## src/rtl/shop_pkg.sv

```systemverilog
// Shared types and default widths for the shop inventory controller and the
// per-session command-parser FSMs that talk to it.
package shop_pkg;

    localparam int unsigned DEF_NUM_REQ    = 4;
    localparam int unsigned DEF_ITEM_BITS  = 3;
    localparam int unsigned DEF_STOCK_BITS = 8;
    localparam int unsigned SOLD_BITS      = 16;

    typedef enum logic [1:0] {
        OP_QUERY  = 2'b00,
        OP_ADD    = 2'b01,
        OP_BUY    = 2'b10,
        OP_DELETE = 2'b11
    } op_e;

    typedef enum logic [1:0] {
        ST_OK     = 2'b00,
        ST_INSUFF = 2'b01,
        ST_OVF    = 2'b10,
        ST_RSVD   = 2'b11
    } status_e;

    typedef enum logic [1:0] {
        S_IDLE = 2'b00,
        S_EXEC = 2'b01,
        S_DONE = 2'b10
    } state_e;

    // Index width for an n-entry one-hot vector (at least one bit).
    function automatic int unsigned idx_width(input int unsigned n);
        return (n > 1) ? $clog2(n) : 1;
    endfunction

endpackage

```

## src/rtl/shop_rr_arbiter.sv

```systemverilog
// Round-robin arbiter: search starts one past the last winner; the pointer
// advances only when the caller commits a grant through update.
module shop_rr_arbiter
    import shop_pkg::*;
#(
    parameter int unsigned NUM_REQ = DEF_NUM_REQ,
    localparam int unsigned IDX_W  = idx_width(NUM_REQ)
) (
    input  logic               i_clk,
    input  logic               i_reset,
    input  logic [NUM_REQ-1:0] req,
    input  logic               update,
    output logic [NUM_REQ-1:0] gnt_c,
    output logic [IDX_W-1:0]   idx_c,
    output logic               any_c
);

    logic [IDX_W-1:0] ptr_q;
    logic [IDX_W-1:0] cand;
    int unsigned      pos;

    // First requester at or after the pointer, wrapping modulo NUM_REQ.
    always_comb begin
        gnt_c = '0;
        idx_c = '0;
        any_c = 1'b0;
        cand  = '0;
        pos   = 0;
        for (int unsigned i = 0; i < NUM_REQ; i++) begin
            pos  = (32'(ptr_q) + i) % NUM_REQ;
            cand = IDX_W'(pos);
            if (!any_c && req[cand]) begin
                any_c       = 1'b1;
                idx_c       = cand;
                gnt_c[cand] = 1'b1;
            end
        end
    end

    always_ff @(posedge i_clk or posedge i_reset) begin
        if (i_reset) begin
            ptr_q <= '0;
        end else if (update && any_c) begin
            if (32'(idx_c) == NUM_REQ - 1) begin
                ptr_q <= '0;
            end else begin
                ptr_q <= idx_c + IDX_W'(1);
            end
        end
    end

endmodule

```

## src/rtl/shop_inventory_ctrl.sv

```systemverilog
// Item-stock store with a serialising round-robin access controller: one atomic
// read-modify-write per granted transaction. Optional macro SHOP_INV_SOLD_CNT_EN adds o_sold_total.
module shop_inventory_ctrl
    import shop_pkg::*;
#(
    parameter int unsigned NUM_REQ    = DEF_NUM_REQ,
    parameter int unsigned ITEM_BITS  = DEF_ITEM_BITS,
    parameter int unsigned STOCK_BITS = DEF_STOCK_BITS
) (
    input  logic                           i_clk,
    input  logic                           i_reset,
    input  logic [NUM_REQ-1:0]             i_req,
    input  logic [2*NUM_REQ-1:0]           i_op,
    input  logic [ITEM_BITS*NUM_REQ-1:0]   i_item,
    input  logic [STOCK_BITS*NUM_REQ-1:0]  i_qty,
    output logic [NUM_REQ-1:0]             o_gnt,
    output logic [NUM_REQ-1:0]             o_done,
    output logic [1:0]                     o_status,
    output logic [STOCK_BITS-1:0]          o_stock
`ifdef SHOP_INV_SOLD_CNT_EN
    ,
    output logic [SOLD_BITS-1:0]           o_sold_total
`endif
);

    localparam int unsigned IDX_W  = idx_width(NUM_REQ);
    localparam int unsigned SLOTS  = 2 ** ITEM_BITS;
    localparam int unsigned CALC_W = STOCK_BITS + 1;

    state_e                  state_q;
    state_e                  state_d;
    logic [NUM_REQ-1:0]      gnt_d;
    logic [NUM_REQ-1:0]      done_d;

    logic [NUM_REQ-1:0]      arb_gnt_c;
    logic [IDX_W-1:0]        arb_idx_c;
    logic                    arb_any_c;
    logic                    arb_update_c;

    op_e                     sel_op_c;
    logic [ITEM_BITS-1:0]    sel_item_c;
    logic [STOCK_BITS-1:0]   sel_qty_c;

    op_e                     op_q;
    logic [ITEM_BITS-1:0]    item_q;
    logic [STOCK_BITS-1:0]   qty_q;

    logic [STOCK_BITS-1:0]   stock_mem [SLOTS];

    logic [STOCK_BITS-1:0]   cur_c;
    logic [CALC_W-1:0]       sum_c;
    logic [CALC_W-1:0]       diff_c;
    logic [STOCK_BITS-1:0]   res_c;
    status_e                 status_c;
    logic                    wr_c;

    assign arb_update_c = (state_q == S_IDLE);

    shop_rr_arbiter #(
        .NUM_REQ (NUM_REQ)
    ) u_arb (
        .i_clk   (i_clk),
        .i_reset (i_reset),
        .req     (i_req),
        .update  (arb_update_c),
        .gnt_c   (arb_gnt_c),
        .idx_c   (arb_idx_c),
        .any_c   (arb_any_c)
    );

    // Pick the winning requester's operand slices.
    always_comb begin
        sel_op_c   = OP_QUERY;
        sel_item_c = '0;
        sel_qty_c  = '0;
        for (int unsigned k = 0; k < NUM_REQ; k++) begin
            if (32'(arb_idx_c) == k) begin
                sel_op_c   = op_e'(i_op[2*k +: 2]);
                sel_item_c = i_item[ITEM_BITS*k +: ITEM_BITS];
                sel_qty_c  = i_qty[STOCK_BITS*k +: STOCK_BITS];
            end
        end
    end

    always_ff @(posedge i_clk or posedge i_reset) begin
        if (i_reset) begin
            state_q <= S_IDLE;
        end else begin
            state_q <= state_d;
        end
    end

    // Next state plus next grant/done; o_gnt itself holds the latched winner.
    always_comb begin
        state_d = state_q;
        gnt_d   = o_gnt;
        done_d  = '0;
        unique case (state_q)
            S_IDLE: begin
                if (arb_any_c) begin
                    state_d = S_EXEC;
                    gnt_d   = arb_gnt_c;
                end
            end
            S_EXEC: begin
                state_d = S_DONE;
                done_d  = o_gnt;
            end
            S_DONE: begin
                state_d = S_IDLE;
                gnt_d   = '0;
            end
            default: begin
                state_d = S_IDLE;
                gnt_d   = '0;
            end
        endcase
    end

    // Operands are captured only on the grant edge.
    always_ff @(posedge i_clk or posedge i_reset) begin
        if (i_reset) begin
            op_q   <= OP_QUERY;
            item_q <= '0;
            qty_q  <= '0;
        end else if (state_q == S_IDLE && arb_any_c) begin
            op_q   <= sel_op_c;
            item_q <= sel_item_c;
            qty_q  <= sel_qty_c;
        end
    end

    // RMW datapath: carry/borrow out of the extra bit rejects the op instead of wrapping.
    always_comb begin
        cur_c    = stock_mem[item_q];
        sum_c    = CALC_W'(cur_c) + CALC_W'(qty_q);
        diff_c   = CALC_W'(cur_c) - CALC_W'(qty_q);
        res_c    = cur_c;
        status_c = ST_OK;
        wr_c     = 1'b0;
        case (op_q)
            OP_ADD: begin
                if (sum_c[STOCK_BITS]) begin
                    status_c = ST_OVF;
                end else begin
                    res_c = sum_c[STOCK_BITS-1:0];
                    wr_c  = 1'b1;
                end
            end
            OP_BUY: begin
                if (diff_c[STOCK_BITS]) begin
                    status_c = ST_INSUFF;
                end else begin
                    res_c = diff_c[STOCK_BITS-1:0];
                    wr_c  = 1'b1;
                end
            end
            OP_DELETE: begin
                res_c = '0;
                wr_c  = 1'b1;
            end
            default: ;
        endcase
    end

    always_ff @(posedge i_clk or posedge i_reset) begin
        if (i_reset) begin
            for (int unsigned s = 0; s < SLOTS; s++) begin
                stock_mem[s] <= '0;
            end
        end else if (state_q == S_EXEC && wr_c) begin
            stock_mem[item_q] <= res_c;
        end
    end

    always_ff @(posedge i_clk or posedge i_reset) begin
        if (i_reset) begin
            o_gnt    <= '0;
            o_done   <= '0;
            o_status <= '0;
            o_stock  <= '0;
        end else begin
            o_gnt  <= gnt_d;
            o_done <= done_d;
            if (state_q == S_EXEC) begin
                o_status <= status_c;
                o_stock  <= res_c;
            end
        end
    end

`ifdef SHOP_INV_SOLD_CNT_EN
    localparam int unsigned SOLD_SUM_W = SOLD_BITS + 1;

    logic [SOLD_SUM_W-1:0] sold_sum_c;

    assign sold_sum_c = SOLD_SUM_W'(o_sold_total) + SOLD_SUM_W'(qty_q);

    // Units sold by successful BUYs, pinned at all-ones once full.
    always_ff @(posedge i_clk or posedge i_reset) begin
        if (i_reset) begin
            o_sold_total <= '0;
        end else if (state_q == S_EXEC && op_q == OP_BUY && status_c == ST_OK) begin
            if (sold_sum_c[SOLD_BITS]) begin
                o_sold_total <= '1;
            end else begin
                o_sold_total <= sold_sum_c[SOLD_BITS-1:0];
            end
        end
    end
`endif

endmodule

```

## config.mk

```make
export PLATFORM = sky130hd
export DESIGN_NAME = shop_inventory_ctrl
export DESIGN_NICKNAME = d
export VERILOG_FILES = /design/src/rtl/shop_pkg.sv /design/src/rtl/shop_rr_arbiter.sv /design/src/rtl/shop_inventory_ctrl.sv
export SDC_FILE = /design/constraint.sdc
export NUM_CORES = 1
export LEC_CHECK = 0
export ABC_CLOCK_PERIOD_IN_PS = 4000
export CAP_MARGIN = 20
export CORE_MARGIN = 2
export CORE_UTILIZATION = 24
export DETAILED_ROUTE_END_ITERATION = 10
export DONT_BUFFER_PORTS = 1
export GPL_TIMING_DRIVEN = 0
export SETUP_SLACK_MARGIN = 0.3
export SLEW_MARGIN = 20
export SYNTH_ARGS = -nofsm -noshare
export SYNTH_HDL_FRONTEND = slang
export SYNTH_SLANG_ARGS = --single-unit
export TNS_END_PERCENT = 5
```

## constraint.sdc

```tcl
create_clock -name i_clk -period 4 [get_ports i_clk]
set_input_delay 0 -clock i_clk [delete_from_list [all_inputs] [get_ports i_clk]]
set_output_delay 0 -clock i_clk [all_outputs]
set_load 0.01 [all_outputs]
```

==> impl_metrics.py, run 1 <==
metrics = {
    "outcome": {
        "outcome": "finished clean",
    },
    "critical_path": {
        "crit_fanout": 8,
        "worstSetupPathType": "flop to flop",
        "r2r_cells": 15,
        "reg2reg_slack_ns": 0.28,
        "worstPathRequired_ns": 4.21,
        "crit_path_end_kind": "flop",
        "endpoint": "o_stock[4]",
        "r2r-start": "item_q[1]",
        "startpoint": "item_q[1]",
        "worstReg2RegEnd": "o_stock[4]",
        "arrival_ns": 3.93,
        "cp-start-kind": "flop",
    },
    "yosys": {
        "synth_cells": 633,
        "synthFlopType": "dfrtp_1",
        "syn_area_um2": 6096,
        "synth_adder_area_share": 0.07430,
        "async_reset_ff_frac": 1.000,
        "synth_nets": 726,
        "syn_area_per_cell_um2": 9.630,
        "synth_top_family_by_area": "compound AO/OA/AOI/OAI gates",
        "yosys.area_share.simple": 0.1429,
        "synth-compound-area-share": 0.2399,
        "netlist_top_cells_area": "dfrtp_1, ha_1, o21ai_0",
        "synth_top_area_share": 0.4064,
        "seq_area_frac_synth": 0.4064,
        "synth_top_cell_by_area": "dfrtp_1",
        "synth_seq_cells": 99,
        "synth_cell_type_count": 66,
        "synthMuxAreaShare": 0.06671,
        "synth_xor_xnor_area_share": 0.01437,
        "synth-edff-count": 0,
        "ys_warn_count": 0,
    },
    "cells_and_area": {
        "final_common_cell": "dfrtp_1",
        "fillers": 2535,
        "final-instance-count-excl-fill": 1047,
        "area_growth_syn_to_layout_pct": 29.50,
        "final_cell_mix": "dfrtp_1, nand2_1, o21ai_0",
        "drive_gt1_frac": 0.2706,
        "antenna_cells": 0,
        "fin_area_um2": 7894,
        "fin_nets": 805,
    },
    "route": {
        "ant_nets": 0,
        "dr.pass1.iters": 5,
        "drc": 0,
        "drt_iter0_drc": 355,
        "routedWlPerCell_um": 16.89,
        "vias": 5191,
        "finalWirelength_um": 17690,
        "viasPerCell": 4.958,
    },
    "worst_hold_path": {
        "worst_hold_startpoint": "i_qty[21]",
        "hp-class": "primary input to flop",
    },
    "placement": {
        "place_area_um2": 6578,
        "place_congestion": 0.8765,
        "dp.cells": 971,
        "io_buffer_count": 0,
        "dpl.hpwl_um": 12180,
    },
    "power": {
        "ir_worst_vdd_mv": 0.7786,
        "leakage_uw": 0.003359,
        "p_per_area_nw_per_um2": 1035,
        "power_uw": 8168,
    },
    "clock_network": {
        "path_clk_slew_ns": 0.07,
        "insertion_delay_ns": 0.35,
        "cts_root_buf": "clkbuf_16",
        "cts_buffers": 9,
        "numClockSinks": 99,
        "clock_path_buffers": 2,
        "cts_tree": "done",
        "htreeDepth": 3,
    },
    "global_route": {
        "grt_max_degree": 64,
        "grt-ovfl-total": 0,
        "antenna_found_initial": 0,
        "grt_pass1_vias": 5054,
        "grt_pass1_wl_um": 27470,
        "grt_usage": 0.1316,
    },
    "die": {
        "start_util": 0.2435,
        "rows": 58,
        "fp.dieH_um": 163.4,
        "io_pins": 76,
        "core_area_um2": 25040,
        "dieArea_um2": 26690,
        "die_w_um": 163.4,
    },
    "timing": {
        "min_period_over_period": 0.9294,
        "whs_ns": 0.03751,
        "worst_slew_pin_slew_ns": 0.7265,
        "slew_viol_final": 0,
        "fin_skew_ns": 0.009177,
        "hold_violations": 0,
        "slew_headroom": 0.5147,
        "rsz0062_at_grt": "yes",
        "fmax_mhz": 269.0,
        "setup_viol": 0,
        "fin_crit_ns": 3.718,
    },
    "run": {
        "maxCapViolations": 0,
    },
}
[critical path: stages, from the launching register on]
cell	delay [ns]
dfrtp_1	0.35
buf_8	0.15
buf_4	0.11
mux2_2	0.34
a221oi_2	0.28
o22ai_2	0.15
ha_1	0.32
clkbuf_8	0.17
and3b_2	0.23
o311ai_4	0.32
and3_4	0.28
nor2_2	0.06
a222oi_1	0.36
buf_2	0.22
buf_4	0.15
o21ai_0	0.07
[sequential cells by signal, summed over array words and instances, names as in the netlist]
name,count
u_arb.ptr_q,2
o_gnt,4
o_stock,8
op_q,2
qty_q,8
item_q,3
o_status,2
stock_mem,64
state_q,2
o_done,4
[cell usage after synthesis, drive strengths merged, types with 2 or more instances]
master  instances
o21ai          73
xnor2           6
a211oi         14
o311ai         10
inv            37
dfrtp          99
o211ai          3
nor2b          21
mux4            6
o22ai           4
nor3           17
o221ai          2
a311o           2
nand3           8
ha             33
nand3b          2
mux2            9
and2            5
nand2b          3
buf            16
clkbuf         20
fa              2
nor2           33
a31o            3
a22o            6
a221oi         23
a221o           2
and3            2
or2             3
xor2            4
o21bai          4
nand2          83
a22oi          13
a222oi          4
a21oi          21
a311oi          3
a21o            4
mux2i          17
and2b           2
[how the worst min path moves through the flow]
stage	to	slack (ns)	cells past startpoint
floorplan	op_q[0]	0.18	2
detailed placement	op_q[0]	-0.12	1
global route	qty_q[5]	0.06	4
finish	qty_q[5]	0.04	4
CTS	qty_q[0]	0.03	4
global placement	op_q[0]	0.19	2
[layout make-up]
| type | count | area [um^2] | share of cell area |
|---|---|---|---|
| Buffer | 36 | 296.5 | 0.03757 |
| Clock buffer | 12 | 256.5 | 0.03249 |
| Clock inverter | 4 | 55.05 | 0.006974 |
| Inverter | 38 | 155.1 | 0.01965 |
| Multi-Input combinational cell | 461 | 3669 | 0.4647 |
| Sequential cell | 99 | 2481 | 0.3143 |
| Tap cell | 330 | 412.9 | 0.05231 |
| Timing Repair Buffer | 67 | 568.0 | 0.07196 |
[stage by stage]
step	setup slack, ns	utilization	setup TNS, ns
final	0.2823	0.3153	0
after global routing	0.2393	0.3153	0
after CTS	0.2126	0.2979	0
after detailed placement	-0.9383	0.2627	-55.43
after global placement	-1.157	0.2600	-68.53
after floorplan	0.2873	-	0
[logic make-up after synthesis]
kind of cell / after synthesis
AOI/OAI and AO/OA: 198
and+or+nand+nor: 185
DFF: 99
buffers and inverters: 74
adders and majority gates: 35
muxes: 32
xor gates and xnor gates: 10
[metal layers]
metal,share of wire,GRT usage
met2,0.49,0.2248
met3,0.060,0.03555
met5,0,0
met1,0.43,0.1655
met4,0.018,0.03017
[repair_timing]
action | in CTS | in global routing
pin swaps | 18 | 25
endpoints found under the hold margin | 112 | 0
cloned | 1 | 0
setup buffers | 23 | 21
setup endpoints to repair | 86 | 85
gates resized for setup | 54 | 75
hold buffers | 15 | 0
[power by group]
group / switching [uW] / total (uW) / internal, uW
combinational: 3160 / 5620 / 2460
sequential: 266 / 1630 / 1370
clock: 390 / 915 / 524
total: 3820 / 8170 / 4350
No activity file was read; power rests on OpenSTA's default activity.
==> run 2: changes to the inputs <==
--- a/config.mk
+++ b/config.mk
@@ -7,11 +7,14 @@
 export LEC_CHECK = 0
 export ABC_CLOCK_PERIOD_IN_PS = 4000
 export CAP_MARGIN = 20
+export CELL_PAD_IN_SITES_DETAIL_PLACEMENT = 0
+export CELL_PAD_IN_SITES_GLOBAL_PLACEMENT = 1
 export CORE_MARGIN = 2
 export CORE_UTILIZATION = 24
 export DETAILED_ROUTE_END_ITERATION = 10
 export DONT_BUFFER_PORTS = 1
 export GPL_TIMING_DRIVEN = 0
+export PLACE_DENSITY_LB_ADDON = 0.1
 export SETUP_SLACK_MARGIN = 0.3
 export SLEW_MARGIN = 20
 export SYNTH_ARGS = -nofsm -noshare
==> run 2 against run 1 <==
Compared with the run above:
- non-clock buffer count increased by 15
- fmax decreased by 0.48%
- core utilization grew 1.2 points
- register-to-register slack worse by 0.02 ns
- global-route usage grew 2.7 points
- hold slack got worse by 0.021 ns
- die area stayed put
- setup slack got worse by 0.018 ns
- critical path type unchanged
- largest cell class unchanged
- highest routed layer unchanged
==> impl_metrics.py, run 2 (synthesis results as in run 1) <==
metrics = {
    "critical_path": {
        "worstReg2RegEnd": "stock_mem[21]",
        "worstPathRequired_ns": 4.28,
        "reg2reg_slack_ns": 0.26,
        "cp-start-kind": "flop",
        "worstSetupPathType": "flop to flop",
        "crit_path_end_kind": "flop",
        "r2r-start": "item_q[1]",
        "arrival_ns": 4.01,
        "r2r_cells": 15,
        "crit_fanout": 10,
    },
    "timing": {
        "fmax_mhz": 267.7,
        "hold_violations": 0,
        "worst_slew_pin_slew_ns": 0.7328,
        "fin_tns_setup_ns": 0,
        "slew_headroom": 0.5105,
        "min_period_over_period": 0.9339,
        "fin_skew_ns": 0.008787,
        "final.setup.worst_slack_ns": 0.2643,
        "rsz0062_at_grt": "yes",
        "fin_crit_ns": 3.736,
        "slew_viol_final": 0,
        "setup_viol": 0,
    },
    "route": {
        "viasPerCell": 4.907,
        "drt_iter0_drc": 262,
        "routedWlPerCell_um": 19.40,
        "dr.pass1.iters": 5,
        "vias": 5206,
        "ant_nets": 0,
        "drc": 0,
        "finalWirelength_um": 20590,
    },
    "die": {
        "io_pins": 76,
        "fp.dieH_um": 163.4,
        "core_area_um2": 25040,
        "start_util": 0.2435,
        "dieArea_um2": 26690,
        "die_w_um": 163.4,
        "rows": 58,
    },
    "worst_hold_path": {
        "whs_path_depth": 4,
        "hp-class": "primary input to flop",
        "worst_hold_startpoint": "i_qty[16]",
        "holdPathEnd": "qty_q[0]",
    },
    "cells_and_area": {
        "largest_reg_flops": 64,
        "final_common_cell": "dfrtp_1",
        "multi_input_area_um2": 3775,
        "reg_top3": "stock_mem: 64 flops, o_stock: 8 flops, qty_q: 8 flops",
        "drive_gt1_frac": 0.2969,
        "area_growth_syn_to_layout_pct": 34.30,
        "final_cell_mix": "dfrtp_1, nand2_1, o21ai_0",
        "top_register": "stock_mem",
        "utilization": 0.3270,
        "seq_area_um2": 2481,
        "fin_nets": 819,
        "antenna_cells": 0,
        "fillers": 2618,
    },
    "placement": {
        "dpl.hpwl_um": 15000,
        "io_buffer_count": 0,
        "place_congestion": 0.8050,
        "preCtsSetupSlack_ns": -1.378,
    },
    "clock_network": {
        "insertion_delay_ns": 0.36,
        "cts_buffers": 9,
        "path_clk_slew_ns": 0.08,
        "htreeDepth": 3,
        "cts_root_buf": "clkbuf_16",
        "numClockSinks": 99,
        "cts_tree": "done",
        "clock_path_buffers": 2,
    },
    "outcome": {
        "outcome": "finished clean",
    },
    "global_route": {
        "use_met3": 0.01854,
        "grt_pass1_vias": 5359,
        "grt_usage": 0.1584,
        "antenna_found_initial": 0,
        "grt_use_met1": 0.2201,
        "grtUsageMet2": 0.2557,
        "grt_max_degree": 68,
        "grt_pass1_wl_um": 31930,
        "grt-ovfl-total": 0,
        "busiest_layer": "met2",
    },
    "run": {
        "maxCapViolations": 0,
    },
}
==> run 2: changes by cell type in the layout (fill, tap and decap cells not counted), sizes merged <==
cell,delta
clkinvlp,+2
bufinv,-1
a32oi,-1
inv,-1
clkinv,+2
buf,+17
clkbuf,-4
==> run 2: worst max-delay path, cell delays in order, from the launching register on <==
cell and delay, ns:
dfrtp_1 0.39, buf_8 0.15, buf_12 0.14, buf_4 0.20
a311oi_4 0.37, o22ai_4 0.14, ha_1 0.30, clkbuf_8 0.16
and3b_2 0.24, o311ai_4 0.26, buf_4 0.18, nand3_4 0.09
buf_12 0.18, o311ai_4 0.40, buf_4 0.24, mux2i_1 0.19
==> run 2: area by class of cell <==
class                   count  area share
plain buffers              36     0.03836
flip-flops and latches     99      0.3031
well taps                 330     0.05044
inverters                  38     0.01895
multi-input cells         460      0.4611
clock inverters             6    0.006266
clock buffers              10     0.02797
repair buffers             82     0.09384
==> run 2: worst max-delay path by stage <==
stage              start       endpoint  slack, ns  cells past startpoint
6_report       item_q[1]  stock_mem[21]       0.26                     15
5_1_grt        item_q[0]  stock_mem[11]       0.14                     14
4_1_cts        item_q[1]  stock_mem[56]       0.24                     16
3_5_place_dp   item_q[2]  stock_mem[22]      -1.38                     14
3_3_place_gp   item_q[2]  stock_mem[62]      -1.67                     12
2_1_floorplan  item_q[1]  stock_mem[13]       0.29                     15
==> run 2: what timing repair did <==
action	CTS	global route
pin swaps	23	28
gates resized for setup	106	59
hold endpoints to repair	112	0
setup buffers	40	16
setup endpoints to repair	86	85
gates cloned	1	0
hold buffers	15	0
==> run 2: stage by stage <==
| step | instance area, um^2 | hold WS [ns] | cells |
|---|---|---|---|
| 2_1_floorplan | 6097 | 0.1805 | 633 |
| 3_3_place_gp | 6510 | 0.1937 | 963 |
| 3_5_place_dp | 6593 | -0.1279 | 973 |
| 4_1_cts | 7806 | 0.008206 | 1045 |
| 5_1_grt | 8187 | 0.06701 | 1061 |
| 6_report | 8187 | 0.01652 | 1061 |
==> run 2: routing by layer <==
metal,routed length (um),share of wire
met5,0,0
met3,663,0.032
met1,9839,0.48
met2,9729,0.47
met4,354,0.017
Power of run 2 is not shown: default switching activity piles up to over one toggle a cycle in this logic, so the estimate is an artifact.
